$ cat config.mk
export PLATFORM = sky130hd
export DESIGN_NAME = sfx_trigger_arbiter
export DESIGN_NICKNAME = d
export VERILOG_FILES = /design/src/rtl/sfx_pkg.sv /design/src/rtl/sfx_edge_sampler.sv /design/src/rtl/sfx_trigger_arbiter.sv
export SDC_FILE = /design/constraint.sdc
export NUM_CORES = 1
export LEC_CHECK = 0
export BUFFER_PORTS_ARGS = -buffer_cell sky130_fd_sc_hd__buf_2
export CELL_PAD_IN_SITES_DETAIL_PLACEMENT = 0
export CELL_PAD_IN_SITES_GLOBAL_PLACEMENT = 1
export CORE_MARGIN = 5
export CORE_UTILIZATION = 40
export CTS_CLUSTER_SIZE = 14
export DETAILED_ROUTE_END_ITERATION = 8
export PLACE_DENSITY = 0.74
export SYNTH_ARGS = -nofsm -noshare
export SYNTH_HDL_FRONTEND = slang
export SYNTH_HIERARCHICAL = 1
export SYNTH_SLANG_ARGS = --single-unit
$ cat constraint.sdc
create_clock -name clk -period 2 [get_ports clk]
set_input_delay 0.4 -clock clk [delete_from_list [all_inputs] [get_ports clk]]
set_output_delay 0.4 -clock clk [all_outputs]
set_load 0.05 [all_outputs]
$ cat src/rtl/sfx_pkg.sv
// rtl/sfx_pkg.sv - shared types and constants for the SFX trigger arbiter
// Purpose: arbiter FSM state type, width helper, default hold length and the
//          channel map used by the current game.
// Ports:   none (package).
package sfx_pkg;

  typedef enum logic {
    IDLE = 1'b0,
    PLAY = 1'b1
  } sfx_state_t;

  localparam int SFX_HOLD_FRAMES_DEF = 8;

  localparam int CH_EAT = 0;
  localparam int CH_HIT = 1;
  localparam int CH_DIE = 2;

  // clog2 that never returns 0, so a 1-value field still gets one bit.
  function automatic int sfx_width(input int n);
    return (n <= 2) ? 1 : $clog2(n);
  endfunction

endpackage

$ cat src/rtl/sfx_edge_sampler.sv
// rtl/sfx_edge_sampler.sv - per-channel frame sampler, edge detector and pending latch
// Purpose: samples one trigger level on frame_end, flags a 0->1 change between
//          frames and holds it as a pending request until granted or disabled.
// Ports:   clk, reset_n    - clock, asynchronous active-low reset
//          frame_end       - end-of-frame strobe (sampling enable)
//          trig            - level event input
//          enable          - channel enable; low clears pending immediately
//          clear           - grant/drop acknowledge from the arbiter
//          pend            - pending request
module sfx_edge_sampler (
  input  logic clk,
  input  logic reset_n,
  input  logic frame_end,
  input  logic trig,
  input  logic enable,
  input  logic clear,
  output logic pend
);

  logic last;
  logic edge_det;

  assign edge_det = frame_end & trig & ~last & enable;

  always_ff @(posedge clk or negedge reset_n) begin
    if (!reset_n) begin
      last <= 1'b0;
      pend <= 1'b0;
    end else begin
      if (frame_end) begin
        last <= trig;
      end
      // Disable beats a new edge; a new edge beats the grant clear so a
      // request arriving on the grant cycle is not lost.
      if (!enable) begin
        pend <= 1'b0;
      end else if (edge_det) begin
        pend <= 1'b1;
      end else if (clear) begin
        pend <= 1'b0;
      end
    end
  end

endmodule

$ cat src/rtl/sfx_trigger_arbiter.sv
// rtl/sfx_trigger_arbiter.sv - frame-sampled SFX trigger arbiter into one voice
// Purpose: detects per-frame rising edges on NUM_CH event inputs, arbitrates
//          pending requests by fixed priority (channel 0 highest) and holds the
//          granted voice for HOLD_FRAMES frames with preemption and retrigger.
// Ports:   clk, reset_n    - clock, asynchronous active-low reset
//          frame_end       - one-cycle end-of-frame strobe
//          trig_in         - level event inputs, one per channel
//          ch_enable       - per-channel enable mask
//          sound_start     - one-hot pulse when a channel (re)starts
//          sound_active    - voice playing
//          sound_id        - playing channel, held while idle
//          frames_left     - remaining frames, 0 when idle
module sfx_trigger_arbiter
  import sfx_pkg::*;
#(
  parameter  int NUM_CH      = 3,
  parameter  int HOLD_FRAMES = SFX_HOLD_FRAMES_DEF,
  parameter  int RETRIGGER   = 1,
  localparam int ID_W        = sfx_width(NUM_CH),
  localparam int HOLD_W      = sfx_width(HOLD_FRAMES + 1)
) (
  input  logic              clk,
  input  logic              reset_n,
  input  logic              frame_end,
  input  logic [NUM_CH-1:0] trig_in,
  input  logic [NUM_CH-1:0] ch_enable,
  output logic [NUM_CH-1:0] sound_start,
  output logic              sound_active,
  output logic [ID_W-1:0]   sound_id,
  output logic [HOLD_W-1:0] frames_left
);

  sfx_state_t        state, state_nxt;
  logic [NUM_CH-1:0] pend;
  logic [NUM_CH-1:0] clr;
  logic [NUM_CH-1:0] start_nxt;
  logic [ID_W-1:0]   win;
  logic [ID_W-1:0]   id_nxt;
  logic [HOLD_W-1:0] fl_nxt;
  logic              any_pend;
  logic              arb_ok;
  logic              gnt;

  for (genvar i = 0; i < NUM_CH; i++) begin : g_ch
    sfx_edge_sampler u_sampler (
      .clk       (clk),
      .reset_n   (reset_n),
      .frame_end (frame_end),
      .trig      (trig_in[i]),
      .enable    (ch_enable[i]),
      .clear     (clr[i]),
      .pend      (pend[i])
    );
  end

  assign any_pend     = |pend;
  assign sound_active = (state == PLAY);
  // No grant on the cycle a start pulse is out: an edge landing on the grant
  // cycle re-sets pend, and granting it at once would pulse twice in a row.
  assign arb_ok       = ~|sound_start;

  always_comb begin
    win = '0;
    for (int i = NUM_CH - 1; i >= 0; i--) begin
      if (pend[i]) begin
        win = ID_W'(i);
      end
    end
  end

  always_comb begin
    state_nxt = state;
    id_nxt    = sound_id;
    fl_nxt    = frames_left;
    start_nxt = '0;
    clr       = '0;
    gnt       = 1'b0;
    unique case (state)
      IDLE: begin
        if (any_pend && arb_ok) begin
          gnt = 1'b1;
        end
      end
      PLAY: begin
        if (RETRIGGER == 0 && pend[sound_id]) begin
          clr[sound_id] = 1'b1;
        end
        if (any_pend && arb_ok && win < sound_id) begin
          gnt = 1'b1;
        end else if (RETRIGGER != 0 && arb_ok && pend[sound_id] && ch_enable[sound_id]) begin
          gnt = 1'b1;
        end else if (!ch_enable[sound_id]) begin
          state_nxt = IDLE;
          fl_nxt    = '0;
        end else if (frame_end) begin
          if (frames_left == HOLD_W'(1)) begin
            state_nxt = IDLE;
            fl_nxt    = '0;
          end else begin
            fl_nxt = frames_left - HOLD_W'(1);
          end
        end
      end
      default: begin
        state_nxt = IDLE;
      end
    endcase
    // A grant (new, preempt or retrigger) reloads the counter and overrides
    // any decrement or end decided above.
    if (gnt) begin
      state_nxt = PLAY;
      id_nxt    = win;
      fl_nxt    = HOLD_W'(HOLD_FRAMES);
      start_nxt = NUM_CH'(1) << win;
      clr       = clr | start_nxt;
    end
  end

  always_ff @(posedge clk or negedge reset_n) begin
    if (!reset_n) begin
      state       <= IDLE;
      sound_id    <= '0;
      frames_left <= '0;
      sound_start <= '0;
    end else begin
      state       <= state_nxt;
      sound_id    <= id_nxt;
      frames_left <= fl_nxt;
      sound_start <= start_nxt;
    end
  end

endmodule

==> flow_metrics.py <==
metrics = {
    "clock_network": {
        "clockBufferDepth": 2,
        "ctsHoldBuffers": 0,
        "h-tree-depth": 1,
        "cts-buffers-inserted": 3,
        "cts.repair.resized": 0,
        "root_buffer": "clkbuf_4",
        "clock_latency_ps": 280,
        "tritoncts": "yes",
        "postCtsSetupBuffers": 0,
        "clk_pin_slew_ps": 90,
        "clock_sink_count": 16,
    },
    "synth": {
        "synth_cell_type_count": 31,
        "ys_ff_latch": 16,
        "synth_cells": 84,
        "synth_top_family_by_area": "simple AND/OR/NAND/NOR gates",
        "synth_seq_area_share_pct": 44.4,
        "synth-compound-area-share_pct": 16.7,
        "synthXorXnorAreaFrac_pct": 1.94,
        "synth.area.mux_share_pct": 10.6,
        "async_flop_share_pct": 100,
        "syn_avg_cell_area_sq_um": 10.7,
        "synth-simple-area-share_pct": 19.0,
        "yosys_warnings": 6,
        "synthAdderAreaFrac_pct": 2.78,
        "synth_nets": 95,
        "synth_ff_type": "dfrtp_1",
        "netlist_area_sq_um": 901,
        "synth-edff-count": 0,
    },
    "place": {
        "numPortBuffers": 18,
        "hpwl_um": 1510,
        "place_ws_ps": 223,
        "placed_area_sq_um": 1030,
        "gp_congestion": 0.829,
    },
    "floorplan": {
        "die_h_um": 57.5,
        "die_w_um": 57.5,
        "die-area_sq_um": 3300,
        "core.rowCount": 17,
        "start_util_pct": 41.1,
        "ios": 19,
        "core_area_sq_um": 2190,
    },
    "route": {
        "post_drt_via_cell_ratio": 5.16,
        "postRouteAntennaNets": 0,
        "vias": 702,
        "wl_um": 1920,
        "firstDrtPassIters": 4,
        "drt_iter0_drc": 17,
        "drc_errors": 0,
        "routedWlPerCell_um": 14.1,
    },
    "worst_hold_path": {
        "hold_path.class": "primary input to asynchronous set/reset pin",
    },
    "setup_path": {
        "crit_buf_inv": 0,
        "max_stage_delay_ps": 480,
        "cp_max_fo": 9,
        "critPathRequiredTime_ps": 2220,
        "cp-end-kind": "flop",
        "crit_arrival_ps": 2000,
        "critPathLaunchType": "flop",
        "crit_family": "compound AO/OA/AOI/OAI gates",
        "path_cells": "mux2_4, a21oi_4, o221ai_2, o21ba_1, and2_1, nand3b_1, nand2_1",
        "crit_path_top_delay_cell": "dfrtp_2",
        "worstSetupPathType": "flop to flop",
    },
    "layout": {
        "drive_gt1_share_pct": 33.3,
        "final_common_cell": "buf_2",
        "antenna_cells": 0,
        "num-fill-cells": 212,
        "multi_input_area_sq_um": 459,
        "nets": 120,
        "area_growth_syn_to_layout_pct": 18.9,
        "stdcell_area_sq_um": 1070,
        "layout_common_cells": "buf_2 (18), dfrtp_1 (15), nand2_1 (8)",
        "seq_area_sq_um": 402,
    },
    "sta": {
        "period_share_pct": 88.9,
        "setup_tns_ps": 0,
        "period_minus_slack_ps": 1780,
        "hold_viol": 0,
        "tightest_slew_ps": 359,
        "setup_slack_ps": 222,
        "maxSlewHeadroom_pct": 76.1,
        "finalHoldWorstSlack_ps": 9.21,
        "setup_viol": 0,
        "rsz0062_at_grt": "false",
        "slew_violations": 0,
        "fmax_mhz": 562,
        "fin_skew_ps": 4.60,
    },
    "run_status": {
        "status": "complete, no violations",
    },
    "grt": {
        "grt_usage_pct": 13.2,
        "grt_pass1_vias": 726,
        "antenna_found_initial": 0,
        "overflow": 0,
        "grt_max_degree": 17,
        "grt_pass1_wl_um": 3390,
    },
    "run": {
        "cap_violations": 0,
    },
    "pwr": {
        "powerDensity_nw_per_um2": 1500,
        "p_leak_nw": 0.520,
        "ir_worst_vdd_mv": 0.786,
    },
}
[metrics by stage]
step | std cells | power, mW | util (%)
after floorplan | 84 | 1.21 | -
after global placement | 132 | 1.41 | 47.2
after detailed placement | 132 | 1.40 | 47.2
after CTS | 136 | 1.62 | 48.9
after global routing | 136 | 1.73 | 48.9
final | 136 | 1.61 | 48.9
[path summary, 6_finish.rpt]
kind                                             start                      to  slack (ps)  depth (start not counted)
max in group asynchronous                      reset_n             sound_id[0]        1700                          1
worst min-delay path                           reset_n          frames_left[1]           9                          1
worst min register to register  g_ch[2].u_sampler/last  g_ch[2].u_sampler/last         520                          1
min in group clk                            trig_in[0]  g_ch[0].u_sampler/last         360                          2
worst max register to register             sound_id[0]  g_ch[1].u_sampler/pend         220                          7
worst max-delay path                       sound_id[0]  g_ch[1].u_sampler/pend         220                          7
[report_power, final]
| group | leakage [nW] | internal, mW | switching [mW] |
|---|---|---|---|
| Combinational | 0.294 | 0.339 | 0.539 |
| Sequential | 0.205 | 0.408 | 0.112 |
| Clock | 0.0210 | 0.111 | 0.100 |
[cell families after synthesis]
| group | Yosys count |
|---|---|
| flops | 16 |
| xor+xnor | 2 |
| buf+inv | 7 |
| fa+ha+maj | 2 |
| mux | 7 |
| compound gates | 20 |
| simple gates | 30 |
[cell usage after synthesis (3+ instances only)]
cell type	count	area share (%)
dfrtp_1	16	44
nand2_1	8	3.3
inv_1	5	2.1
mux2_4	5	8.3
a21oi_1	4	2.2
nor2_1	4	1.7
o21ai_0	4	2.2
nand3b_1	3	2.5
nand4b_1	3	2.9
nor3_1	3	1.7
[area by class of cell]
class | count | share of cell area, %
well taps | 28 | 3.27
inverters | 5 | 1.75
flip-flops and latches | 16 | 37.5
repair buffers | 22 | 11.2
multi-input cells | 61 | 42.9
clock buffers | 4 | 3.39
[flip-flops by register name (all words and copies together) (netlist names)]
signal	count
frames_left	4
g_ch.u_sampler/last	3
g_ch.u_sampler/pend	3
sound_start	3
sound_id	2
sound_active	1
[metal layers]
metal | wire length, um | global-route usage, % | vias to the layer above
met3 | 88 | 2.49 | 2
met4 | 12 | 5.96 | 0
met2 | 906 | 20.5 | 11
met1 | 912 | 17.7 | 337
met5 | 0 | 0 | -
li1 | - | - | 352
Note: power is estimated with default switching activity, not from simulation.
